`config.mk`:
```
export PLATFORM = sky130hd
export DESIGN_NAME = shift_issue_stage
export DESIGN_NICKNAME = d
export VERILOG_FILES = /design/src/rtl/shift_issue_stage.sv
export SDC_FILE = /design/constraint.sdc
export NUM_CORES = 1
export LEC_CHECK = 0
export CORE_MARGIN = 5
export CORE_UTILIZATION = 48
export CTS_CLUSTER_DIAMETER = 50
export DETAILED_ROUTE_END_ITERATION = 16
export PLACE_DENSITY_LB_ADDON = 0.15
export SETUP_SLACK_MARGIN = 0.4
export SKIP_CTS_REPAIR_TIMING = 1
export SLEW_MARGIN = 20
export SYNTH_ARGS = -nofsm -noshare
export SYNTH_HDL_FRONTEND = slang
export SYNTH_SLANG_ARGS = --single-unit
export TNS_END_PERCENT = 100
```
`constraint.sdc`:
```
create_clock -name clk -period 6.75 [get_ports clk]
set_input_delay 1.35 -clock clk [delete_from_list [all_inputs] [get_ports clk]]
set_output_delay 1.35 -clock clk [all_outputs]
set_load 0.05 [all_outputs]
```
`src/rtl/shift_issue_stage.sv`:
```
// Issue stage feeding the barrel shifter: decodes RV32I shifts and registers them
// behind a 2-entry skid buffer so in_ready never depends combinationally on out_ready.
module shift_issue_stage #(
  parameter int XLEN = 32,
  parameter int RD_W = 5
) (
  input  logic            clk,
  input  logic            rst,
  input  logic            flush,
  input  logic            in_valid,
  output logic            in_ready,
  input  logic [31:0]     in_instr,
  input  logic [XLEN-1:0] in_rs1_data,
  input  logic [XLEN-1:0] in_rs2_data,
  output logic            out_valid,
  input  logic            out_ready,
  output logic [XLEN-1:0] out_a,
  output logic [1:0]      out_h_select,
  output logic [4:0]      out_shamt,
  output logic [RD_W-1:0] out_rd,
  output logic            out_illegal
);

  typedef struct packed {
    logic [XLEN-1:0] a;
    logic [1:0]      h_select;
    logic [4:0]      shamt;
    logic [RD_W-1:0] rd;
    logic            illegal;
  } entry_t;

  localparam logic [6:0] OPC_IMM = 7'b0010011;
  localparam logic [6:0] OPC_REG = 7'b0110011;

  entry_t dec, main_q, skid_q;
  logic   main_v, skid_v;
  logic   accept, drain;

  always_comb begin
    logic [6:0] opc, f7;
    logic [2:0] f3;
    logic       is_op;
    opc          = in_instr[6:0];
    f3           = in_instr[14:12];
    f7           = in_instr[31:25];
    is_op        = (opc == OPC_IMM) || (opc == OPC_REG);
    dec          = '0;
    dec.a        = in_rs1_data;
    dec.rd       = in_instr[7 +: RD_W];
    dec.illegal  = 1'b1;
    if (is_op) begin
      if (f3 == 3'b001 && f7 == 7'b0000000) begin
        dec.illegal  = 1'b0;
        dec.h_select = 2'd0;
      end else if (f3 == 3'b101 && f7 == 7'b0000000) begin
        dec.illegal  = 1'b0;
        dec.h_select = 2'd1;
      end else if (f3 == 3'b101 && f7 == 7'b0100000) begin
        dec.illegal  = 1'b0;
        dec.h_select = 2'd3;
      end
    end
    if (!dec.illegal)
      dec.shamt = (opc == OPC_IMM) ? in_instr[24:20] : in_rs2_data[4:0];
  end

  assign in_ready = ~skid_v;
  assign accept   = in_valid & in_ready;
  assign drain    = main_v & out_ready;

  always_ff @(posedge clk or posedge rst) begin
    if (rst) begin
      main_v <= 1'b0;
      skid_v <= 1'b0;
      main_q <= '0;
      skid_q <= '0;
    end else if (flush) begin
      // Payloads keep stale data; only the valids are cleared.
      main_v <= 1'b0;
      skid_v <= 1'b0;
    end else if (skid_v) begin
      if (drain) begin
        main_q <= skid_q;
        skid_v <= 1'b0;
      end
    end else if (!main_v || drain) begin
      main_v <= accept;
      if (accept) main_q <= dec;
    end else if (accept) begin
      skid_q <= dec;
      skid_v <= 1'b1;
    end
  end

  assign out_valid    = main_v;
  assign out_a        = main_q.a;
  assign out_h_select = main_q.h_select;
  assign out_shamt    = main_q.shamt;
  assign out_rd       = main_q.rd;
  assign out_illegal  = main_q.illegal;

endmodule
```
==> flow_summary_export.csv, run 1 <==
group,metric,value,unit
worst_setup_path,cp-end-kind,"flop",
die,die_h,102,um
timing,period_share,46.6,%
placed_design,placed_cells_incl_taps,614,
worst_setup_path,crit_required,7.00,ns
clock_network,insertion_delay,0.34,ns
route,first_iter_violations,107,
yosys,synthCells,412,
die,rows,33,
die,die_w,102,um
worst_setup_path,arrival,3.39,ns
cells_and_area,insertedDiodeCount,0,
die,start_util,49.2,%
clock_network,cts_root_buffer,"clkbuf_8",
clock_network,numClockSinks,92,
worst_setup_path,path_cells,"clkdlybuf4s50_1 -> nand2b_1 -> nor3_4 -> nand3_1 -> o21ai_0",
pwr,p_leak,2.40,nW
timing,fmax,318,MHz
timing,slew_headroom,39.1,%
timing,worst_slack,3.61,ns
timing,rsz0062_at_grt,"false",
cells_and_area,nNetsFinal,621,
clock_network,numCtsBuffers,9,
worst_setup_path,path_delay_family,"simple AND/OR/NAND/NOR gates",
timing,finalSetupTns,0,ns
clock_network,cts_tree,"built",
worst_setup_path,crit_type,"in -> reg",
placed_design,dp_hpwl,6310,um
die,core_area,8220,um^2
worst_setup_path,startpoint_type,"input pin",
placed_design,gp_congestion,0.746,
yosys,synth_nets,513,
run_status,outcome,"finished clean",
die,die_area,10400,um^2
pwr,power_density,289,nW/um^2
timing,worstMarginPinSlew,0.912,ns
worst_setup_path,crit_slowest_cell,"nor3_4",
route,first_pass_iters,4,
worst_setup_path,crit_buf_inv,1,
worst_setup_path,critPathMaxStageDelay,0.70,ns
route,viasPerCell,5.10,
clock_network,cts_max_level,3,
timing,finalCriticalPeriod,3.14,ns
yosys,yosysWarnings,0,
timing,skew,0.0126,ns
placed_design,port_buffers,115,
placed_design,pre_cts_slack,3.19,ns
route,drc,0,
route,wirelength,9320,um
worst_hold_path,min_path_type,"reg -> reg",
timing,setup_viol,0,
job,maxCapViolCount,0,
global_routing,grt_antenna_before_repair,0,
clock_network,clockBufferDepth,2,
yosys,ys_ff_latch,92,
global_routing,grt_pass1_wl,15700,um
global_routing,grt_pass1_vias,3327,
cells_and_area,fillCellCount,658,
timing,finalHoldViolations,0,
yosys,seq_area_frac_synth,57.0,%
cells_and_area,layout.cells.non_filler,630,
yosys,synth_area_per_cell,9.81,um^2
pwr,irDropWorstVdd,0.156,mV
cells_and_area,drive_above_1_share,5.71,%
yosys,yosys.cell_types.count,34,
global_routing,grt.overflow.total,0,
cells_and_area,syn2layout_area_growth,34.9,%
timing,report.final.slew_viol_count,0,
die,ioPinCount,148,
route,routedWlPerCell,14.8,um
global_routing,grt_usage,19.0,%
yosys,synth_area,4040,um^2
route,antenna_left,0,
route,vias,3211,
global_routing,grt_max_degree,54,
clock_network,clk_pin_slew,0.08,ns
worst_setup_path,cp_max_fo,19,
cells in the mapped netlist (all sizes together):
library cell,number,share of area (%)
and4bb,1,0.31
and3b,1,0.22
o21ai,13,1.6
nand3,3,0.37
clkbuf,4,0.37
a31oi,1,0.15
or3,1,0.15
nor4,1,0.15
and4b,1,0.25
nor3b,1,0.19
inv,3,0.28
nor2,38,3.5
mux2i,47,12
nor4b,1,0.22
a211oi,2,0.68
o211ai,1,0.19
nand3b,1,0.19
a31o,1,0.22
and2,6,0.93
nand2,123,11
nor3,2,0.37
o21a,2,0.37
nand4,1,0.15
a21oi,39,4.9
buf,20,3.0
nor2b,2,0.31
dfrtp,92,57
nand2b,4,0.81
per-layer routing:
| metal | share of wire [%] | GRT usage (%) | vias to the layer above |
|---|---|---|---|
| met5 | 0 | 0 | - |
| met4 | 0.84 | 5.93 | 0 |
| met3 | 5.9 | 3.93 | 6 |
| met2 | 49 | 31.9 | 88 |
| met1 | 44 | 24.7 | 1542 |
| li1 | - | - | 1575 |
state kept, by name, indices dropped and copies added, names as in the netlist:
| register | cells |
|---|---|
| skid_q | 45 |
| out_a | 32 |
| out_rd | 5 |
| out_shamt | 5 |
| out_h_select | 2 |
| out_illegal | 1 |
| out_valid | 1 |
| skid_v | 1 |
final cells by class:
cell class              count  area (um^2)  share of cell area, %
repair buffers            121         1200                   21.9
multi-input cells         293         1600                   29.3
clock inverters             5         58.8                   1.08
flip-flops and latches     92         2300                   42.3
inverters                   3         12.5                  0.230
well taps                 105          131                   2.41
clock buffers              11          151                   2.78
cells in the final DEF, fill, tap and decap left out, types with 2 or more instances in the layout:
| cell | synthesis | final |
|---|---|---|
| nand2_1 | 123 | 123 |
| clkdlybuf4s50_1 | 0 | 115 |
| dfrtp_1 | 92 | 91 |
| mux2i_1 | 47 | 47 |
| nor2_1 | 38 | 38 |
| a21oi_1 | 38 | 38 |
| o21ai_0 | 13 | 13 |
| clkbuf_8 | 0 | 11 |
| and2_1 | 6 | 6 |
| buf_4 | 1 | 6 |
| nand2b_1 | 3 | 3 |
| nand3_1 | 3 | 3 |
| nor2b_1 | 2 | 2 |
| inv_1 | 3 | 2 |
| clkinv_2 | 0 | 2 |
| o21a_1 | 2 | 2 |
| clkinvlp_4 | 0 | 2 |
cells by family (layout without fill, tap and decap cells):
group,after synthesis,count (layout),share of synthesized area (%)
flip-flops,92,92,57.0
AO/OA/AOI/OAI,59,59,8.15
buffers and inverters,27,140,3.65
AND/OR/NAND/NOR,187,187,19.6
multiplexers,47,47,11.6
final timing paths:
path                                            start  slack (ns)  cells after the start                     to
min in group asynchronous                         rst        1.49                      2  out_a[23]$_DFFE_PP0P_
worst min-delay path            skid_q[7]$_DFFE_PP0P_        0.48                      2  skid_q[7]$_DFFE_PP0P_
worst max register to register       skid_v$_DFF_PP0_        4.24                      5  skid_q[8]$_DFFE_PP0P_
max in group asynchronous                         rst        4.22                      3       skid_v$_DFF_PP0_
worst min register to register  skid_q[7]$_DFFE_PP0P_        0.48                      2  skid_q[7]$_DFFE_PP0P_
worst max-delay path                        out_ready        3.61                      5  skid_q[8]$_DFFE_PP0P_
per-stage QoR:
step                      instance area, um^2  hold WS (ns)  util, %  total power [W]
after floorplan                          4040         0.442        -          0.00103
after CTS                                5450         0.481     66.3          0.00159
final                                    5450         0.480     66.3          0.00158
after detailed placement                 5240         0.462     63.8          0.00121
after global routing                     5450         0.495     66.3          0.00166
after global placement                   5240         0.454     63.8          0.00120
power by group:
part	total, W	switching, W	internal, W	leakage [nW]
Sequential	0.000713	0.0000581	0.000655	1.12
Combinational	0.000483	0.000300	0.000182	1.18
Clock	0.000381	0.000188	0.000192	0.102
Total	0.00158	0.000547	0.00103	2.40
worst register-to-register path: cells and delay by family, from the launching register on:
kind / cells / cell delay, ns
AOI/OAI and AO/OA: 1 / 0.26
buffers and inverters: 1 / 0.34
DFF: 1 / 0.41
and+or+nand+nor: 3 / 1.41
Power figures use the tool's default switching activity.
==> run 2, diff against run 1 <==
- CORE_UTILIZATION: 48 -> 45
- clock period: 6.75 -> 3.1 ns (I/O delays scaled with it)
==> run 2 against run 1 <==
  * Register-to-register slack worse by 3.4 ns
  * Die area is 6.0% higher
  * Setup slack lost 3.0 ns
  * Clock skew rose by 0.0056 ns
  * Clock-buffer cell count shrank 2
  * Via count fell by 1.3%
  * Largest cell class unchanged
==> flow_summary_export.csv, run 2 (synthesis results as in run 1) <==
group,metric,value,unit
run_status,outcome,"finished clean",
pwr,p_leak,2.42,nW
die,die_h,105,um
route,routedWlPerCell,14.6,um
timing,finalCriticalPeriod,2.54,ns
timing,finalSetupTns,0,ns
worst_setup_path,critPathMaxStageDelay,0.82,ns
worst_setup_path,crit_start,"skid_v$_DFF_PP0_",
worst_setup_path,r2r-start,"skid_v$_DFF_PP0_",
cells_and_area,nNetsFinal,624,
clock_network,insertion_delay,0.35,ns
placed_design,port_buffers,115,
die,start_util,46.3,%
worst_setup_path,startpoint_type,"flop",
cells_and_area,top_register,"skid_q",
job,maxCapViolCount,0,
cells_and_area,drive_above_1_share,6.44,%
die,rows,34,
pwr,power_density,626,nW/um^2
placed_design,placed_cells_incl_taps,620,
placed_design,dp_hpwl,6450,um
timing,finalHoldViolations,0,
global_routing,grt_pass1_vias,3404,
timing,slew_headroom,64.3,%
global_routing,grt_pass1_wl,16100,um
cells_and_area,fillCellCount,755,
cells_and_area,insertedDiodeCount,0,
cells_and_area,final_cell_mix,"nand2_1 (123), clkdlybuf4s50_1 (115), dfrtp_1 (91)",
cells_and_area,final_core_util,63.1,%
global_routing,grt_antenna_before_repair,0,
clock_network,cts_max_level,3,
global_routing,grt_max_degree,93,
worst_setup_path,crit_required,2.48,ns
timing,fmax,393,MHz
pwr,irDropWorstVdd,0.356,mV
worst_setup_path,cp_max_fo,17,
die,die_w,105,um
clock_network,cts_root_buffer,"clkbuf_8",
route,drc,0,
worst_setup_path,arrival,1.92,ns
timing,worstMarginPinSlew,0.534,ns
placed_design,gp_congestion,0.730,
route,vias,3170,
route,antenna_left,0,
worst_setup_path,path_cells,"inv_1 -> clkdlybuf4s50_1",
route,viasPerCell,4.98,
timing,rsz0062_at_grt,"false",
clock_network,clk_pin_slew,0.09,ns
timing,report.final.slew_viol_count,0,
worst_hold_path,min_path_type,"reg -> reg",
clock_network,numCtsBuffers,9,
cells_and_area,largest_reg_flops,45,
timing,setup_viol,0,
cells_and_area,final_common_cell,"nand2_1",
worst_setup_path,cp-end-kind,"primary output",
worst_setup_path,crit_buf_inv,2,
cells_and_area,multiInputGateArea,1600,um^2
route,wirelength,9290,um
global_routing,grt.overflow.total,0,
die,core_area,8720,um^2
die,die_area,11000,um^2
worst_setup_path,crit_type,"reg -> out",
die,ioPinCount,148,
route,first_pass_iters,4,
worst_setup_path,path_delay_family,"buffers and inverters",
clock_network,clockBufferDepth,2,
worst_hold_path,hold_start,"skid_q[7]$_DFFE_PP0P_",
timing,period_share,82.0,%
timing,skew,0.0182,ns
cells_and_area,regArea,2300,um^2
cells_and_area,layout.cells.non_filler,636,
cells_and_area,syn2layout_area_growth,36.1,%
global_routing,grt_usage,17.5,%
clock_network,cts_tree,"built",
worst_setup_path,crit_slowest_cell,"clkdlybuf4s50_1",
route,first_iter_violations,76,
clock_network,numClockSinks,92,
[run 2: cell types whose count changed in the layout (fill, tap and decap cells not counted)]
| cell | before | now |
|---|---|---|
| clkbuf_8 | 11 | 9 |
| buf_4 | 6 | 7 |
| inv_6 | 1 | 3 |
| buf_12 | 0 | 2 |
| clkinvlp_4 | 2 | 1 |
| clkinv_2 | 2 | 1 |
| or3_2 | 0 | 1 |
| clkinv_4 | 0 | 1 |
| or3_1 | 1 | 0 |
| inv_8 | 0 | 1 |
[run 2: worst register-to-register path, stage by stage (launching register included)]
cell and delay [ns]:
dfrtp_2 0.66, buf_4 0.41, nand2_1 0.16, a211oi_4 0.29, buf_12 0.27, mux2i_1 0.25
o21ai_0 0.12
[run 2: final cells by class]
class / count / area share (%)
Sequential cell: 92 / 41.9
Multi-Input combinational cell: 293 / 29.0
Timing Repair Buffer: 124 / 22.6
Tap cell: 108 / 2.46
Clock buffer: 9 / 2.25
Clock inverter: 7 / 1.48
Inverter: 3 / 0.273
[run 2: layer usage]
metal | GRT usage [%] | routed length (um) | vias up
met5 | 0 | 0 | -
met4 | 3.84 | 78 | 0
met3 | 6.04 | 673 | 7
met2 | 26.8 | 4270 | 83
met1 | 24.3 | 4260 | 1498
li1 | - | - | 1582
[run 2: stage by stage]
stage | hold slack [ns] | setup WS [ns] | total power (W) | area, um^2
floorplan | 0.442 | 1.37 | 0.00223 | 4040
global placement | 0.453 | 0.571 | 0.00261 | 5300
detailed placement | 0.462 | 0.527 | 0.00264 | 5300
CTS | 0.485 | 0.536 | 0.00348 | 5500
global route | 0.498 | 0.475 | 0.00363 | 5500
finish | 0.481 | 0.557 | 0.00344 | 5500
[run 2: worst paths after layout]
kind                            cells after the start                        to  slack (ns)
worst max-delay path                                2                  in_ready        0.56
worst min-delay path                                2     skid_q[7]$_DFFE_PP0P_        0.48
worst max register to register                      6  out_shamt[2]$_DFFE_PP0P_        0.83
worst min register to register                      2     skid_q[7]$_DFFE_PP0P_        0.48
max in group asynchronous                           3          skid_v$_DFF_PP0_        1.95
min in group asynchronous                           3  out_shamt[4]$_DFFE_PP0P_        0.73
[run 2: power by group]
part,total [W],switching (W),internal (W)
clock network,0.000836,0.000449,0.000388
logic,0.00105,0.000648,0.000402
registers,0.00156,0.000130,0.00143
==> run 3, diff against run 2 <==
- clock period: 3.1 -> 2.4 ns (I/O delays scaled with it)
==> run 3 against run 2 <==
  * Non-clock buffer count rose by 1
  * Critical path depth rose by 4
  * Cell area up 2.6%
  * Critical endpoint is now out_illegal$_DFFE_PP0P_
  * Largest cell class unchanged
  * Register-to-register slack lost 0.29 ns
  * First-iteration DRC count is 30% higher
  * Sequential power is 28% higher
  * Routed wire length shrank 0.17%
  * Sequential cell count unchanged
  * Power increased by 28%
  * Utilization up 1.6 points
==> flow_summary_export.csv, run 3 (synthesis results as in run 1) <==
group,metric,value,unit
route,routedWlPerCell,14.6,um
cells_and_area,nNetsFinal,625,
run_status,outcome,"finished clean",
timing,hold-worst-slack,0.478,ns
timing,report.final.slew_viol_count,0,
placed_design,port_buffers,115,
route,wirelength,9270,um
timing,finalSetupTns,0,ns
die,die_w,105,um
route,antenna_left,0,
cells_and_area,fillCellCount,718,
clock_network,clockBufferDepth,2,
worst_setup_path,r2r_slack,0.54,ns
cells_and_area,final_common_cell,"nand2_1",
global_routing,grt.overflow.total,0,
die,start_util,46.3,%
pwr,irDropWorstVdd,0.427,mV
timing,setup_viol,0,
timing,period_share,77.7,%
placed_design,place_area,5330,um^2
pwr,power_density,779,nW/um^2
die,rows,34,
route,first_iter_violations,99,
worst_setup_path,cp_max_fo,44,
route,first_pass_iters,4,
worst_setup_path,startpoint_type,"flop",
timing,rsz0062_at_grt,"false",
global_routing,grt_pass1_wl,16000,um
route,drc,0,
die,die_h,105,um
timing,finalHoldViolations,0,
worst_hold_path,min_path_type,"reg -> reg",
clock_network,clk_pin_slew,0.08,ns
die,core_area,8720,um^2
die,die_area,11000,um^2
worst_setup_path,crit_type,"reg -> reg",
clock_network,numClockSinks,92,
global_routing,grt_antenna_before_repair,0,
cells_and_area,design_area,5640,um^2
worst_setup_path,crit_required,2.63,ns
die,ioPinCount,148,
placed_design,gp_congestion,0.730,
cells_and_area,top_register,"skid_q",
clock_network,cts_root_buffer,"clkbuf_8",
clock_network,numCtsBuffers,9,
worst_setup_path,cp-end-kind,"flop",
clock_network,cts_max_level,3,
worst_setup_path,arrival,2.10,ns
cells_and_area,regArea,2300,um^2
timing,fmax,536,MHz
timing,finalCriticalPeriod,1.86,ns
timing,slew_headroom,64.0,%
global_routing,grt_max_degree,93,
cells_and_area,insertedDiodeCount,0,
global_routing,grt_usage,17.5,%
cells_and_area,final_cell_mix,"nand2_1 (123), dfrtp_1 (91), clkdlybuf4s50_1 (68)",
timing,skew,0.0161,ns
route,viasPerCell,4.99,
timing,worstMarginPinSlew,0.539,ns
clock_network,insertion_delay,0.35,ns
global_routing,grt_pass1_vias,3277,
cells_and_area,drive_above_1_share,6.62,%
placed_design,dp_hpwl,6390,um
clock_network,cts_tree,"built",
cells_and_area,multiInputGateArea,1600,um^2
cells_and_area,syn2layout_area_growth,39.7,%
cells_and_area,largest_reg_flops,45,
pwr,p_leak,2.82,nW
job,maxCapViolCount,0,
route,vias,3177,
[run 3: changes by cell type in the layout (fill, tap and decap cells not counted), sizes merged]
cell           before  now
dlymetal6s2s        0   47
clkinvlp            1    2
clkdlybuf4s50     115   68
buf                 9   10
inv                 6    4
clkinv              2    3
[run 3: per-stage QoR]
step / util [%] / worst slack, ns / instances / total power, W
after floorplan: - / 0.672 / 412 / 0.00289
after global placement: 61.1 / 0.251 / 621 / 0.00338
after detailed placement: 61.1 / 0.199 / 621 / 0.00342
after CTS: 63.4 / 0.223 / 637 / 0.00448
after global routing: 64.7 / 0.405 / 637 / 0.00465
final: 64.7 / 0.536 / 637 / 0.00440
[run 3: area by class of cell]
class / instances / share of cell area [%]
Clock buffer: 9 / 2.20
Sequential cell: 92 / 40.8
Timing Repair Buffer: 125 / 24.7
Inverter: 3 / 0.266
Multi-Input combinational cell: 293 / 28.3
Clock inverter: 7 / 1.31
Tap cell: 108 / 2.39
[run 3: routing by layer]
| layer | GRT usage, % | routed length, um |
|---|---|---|
| met1 | 23.1 | 4140 |
| met2 | 27.8 | 4430 |
| met3 | 5.55 | 603 |
| met4 | 5.21 | 96 |
| met5 | 0 | 0 |
[run 3: worst paths after layout]
check | start | end | depth (start not counted)
min in group asynchronous | rst | out_shamt[3]$_DFFE_PP0P_ | 3
worst min-delay path | skid_q[8]$_DFFE_PP0P_ | skid_q[8]$_DFFE_PP0P_ | 2
worst min register to register | skid_q[8]$_DFFE_PP0P_ | skid_q[8]$_DFFE_PP0P_ | 2
worst max-delay path | skid_v$_DFF_PP0_ | out_illegal$_DFFE_PP0P_ | 6
max in group asynchronous | rst | skid_v$_DFF_PP0_ | 3
worst max register to register | skid_v$_DFF_PP0_ | out_illegal$_DFFE_PP0P_ | 6
[run 3: report_power, final]
part | leakage, nW | switching, W | internal (W)
Clock | 0.100 | 0.000554 | 0.000487
Sequential | 1.12 | 0.000155 | 0.00184
Combinational | 1.60 | 0.000847 | 0.000513
[run 3: critical path, cell delays in order, from the launching register on]
cell and delay [ns]:
dfrtp_2 0.40, buf_4 0.24, nand2b_4 0.22, a211oi_4 0.35, buf_12 0.26, nor2b_1 0.07, a31o_2 0.21
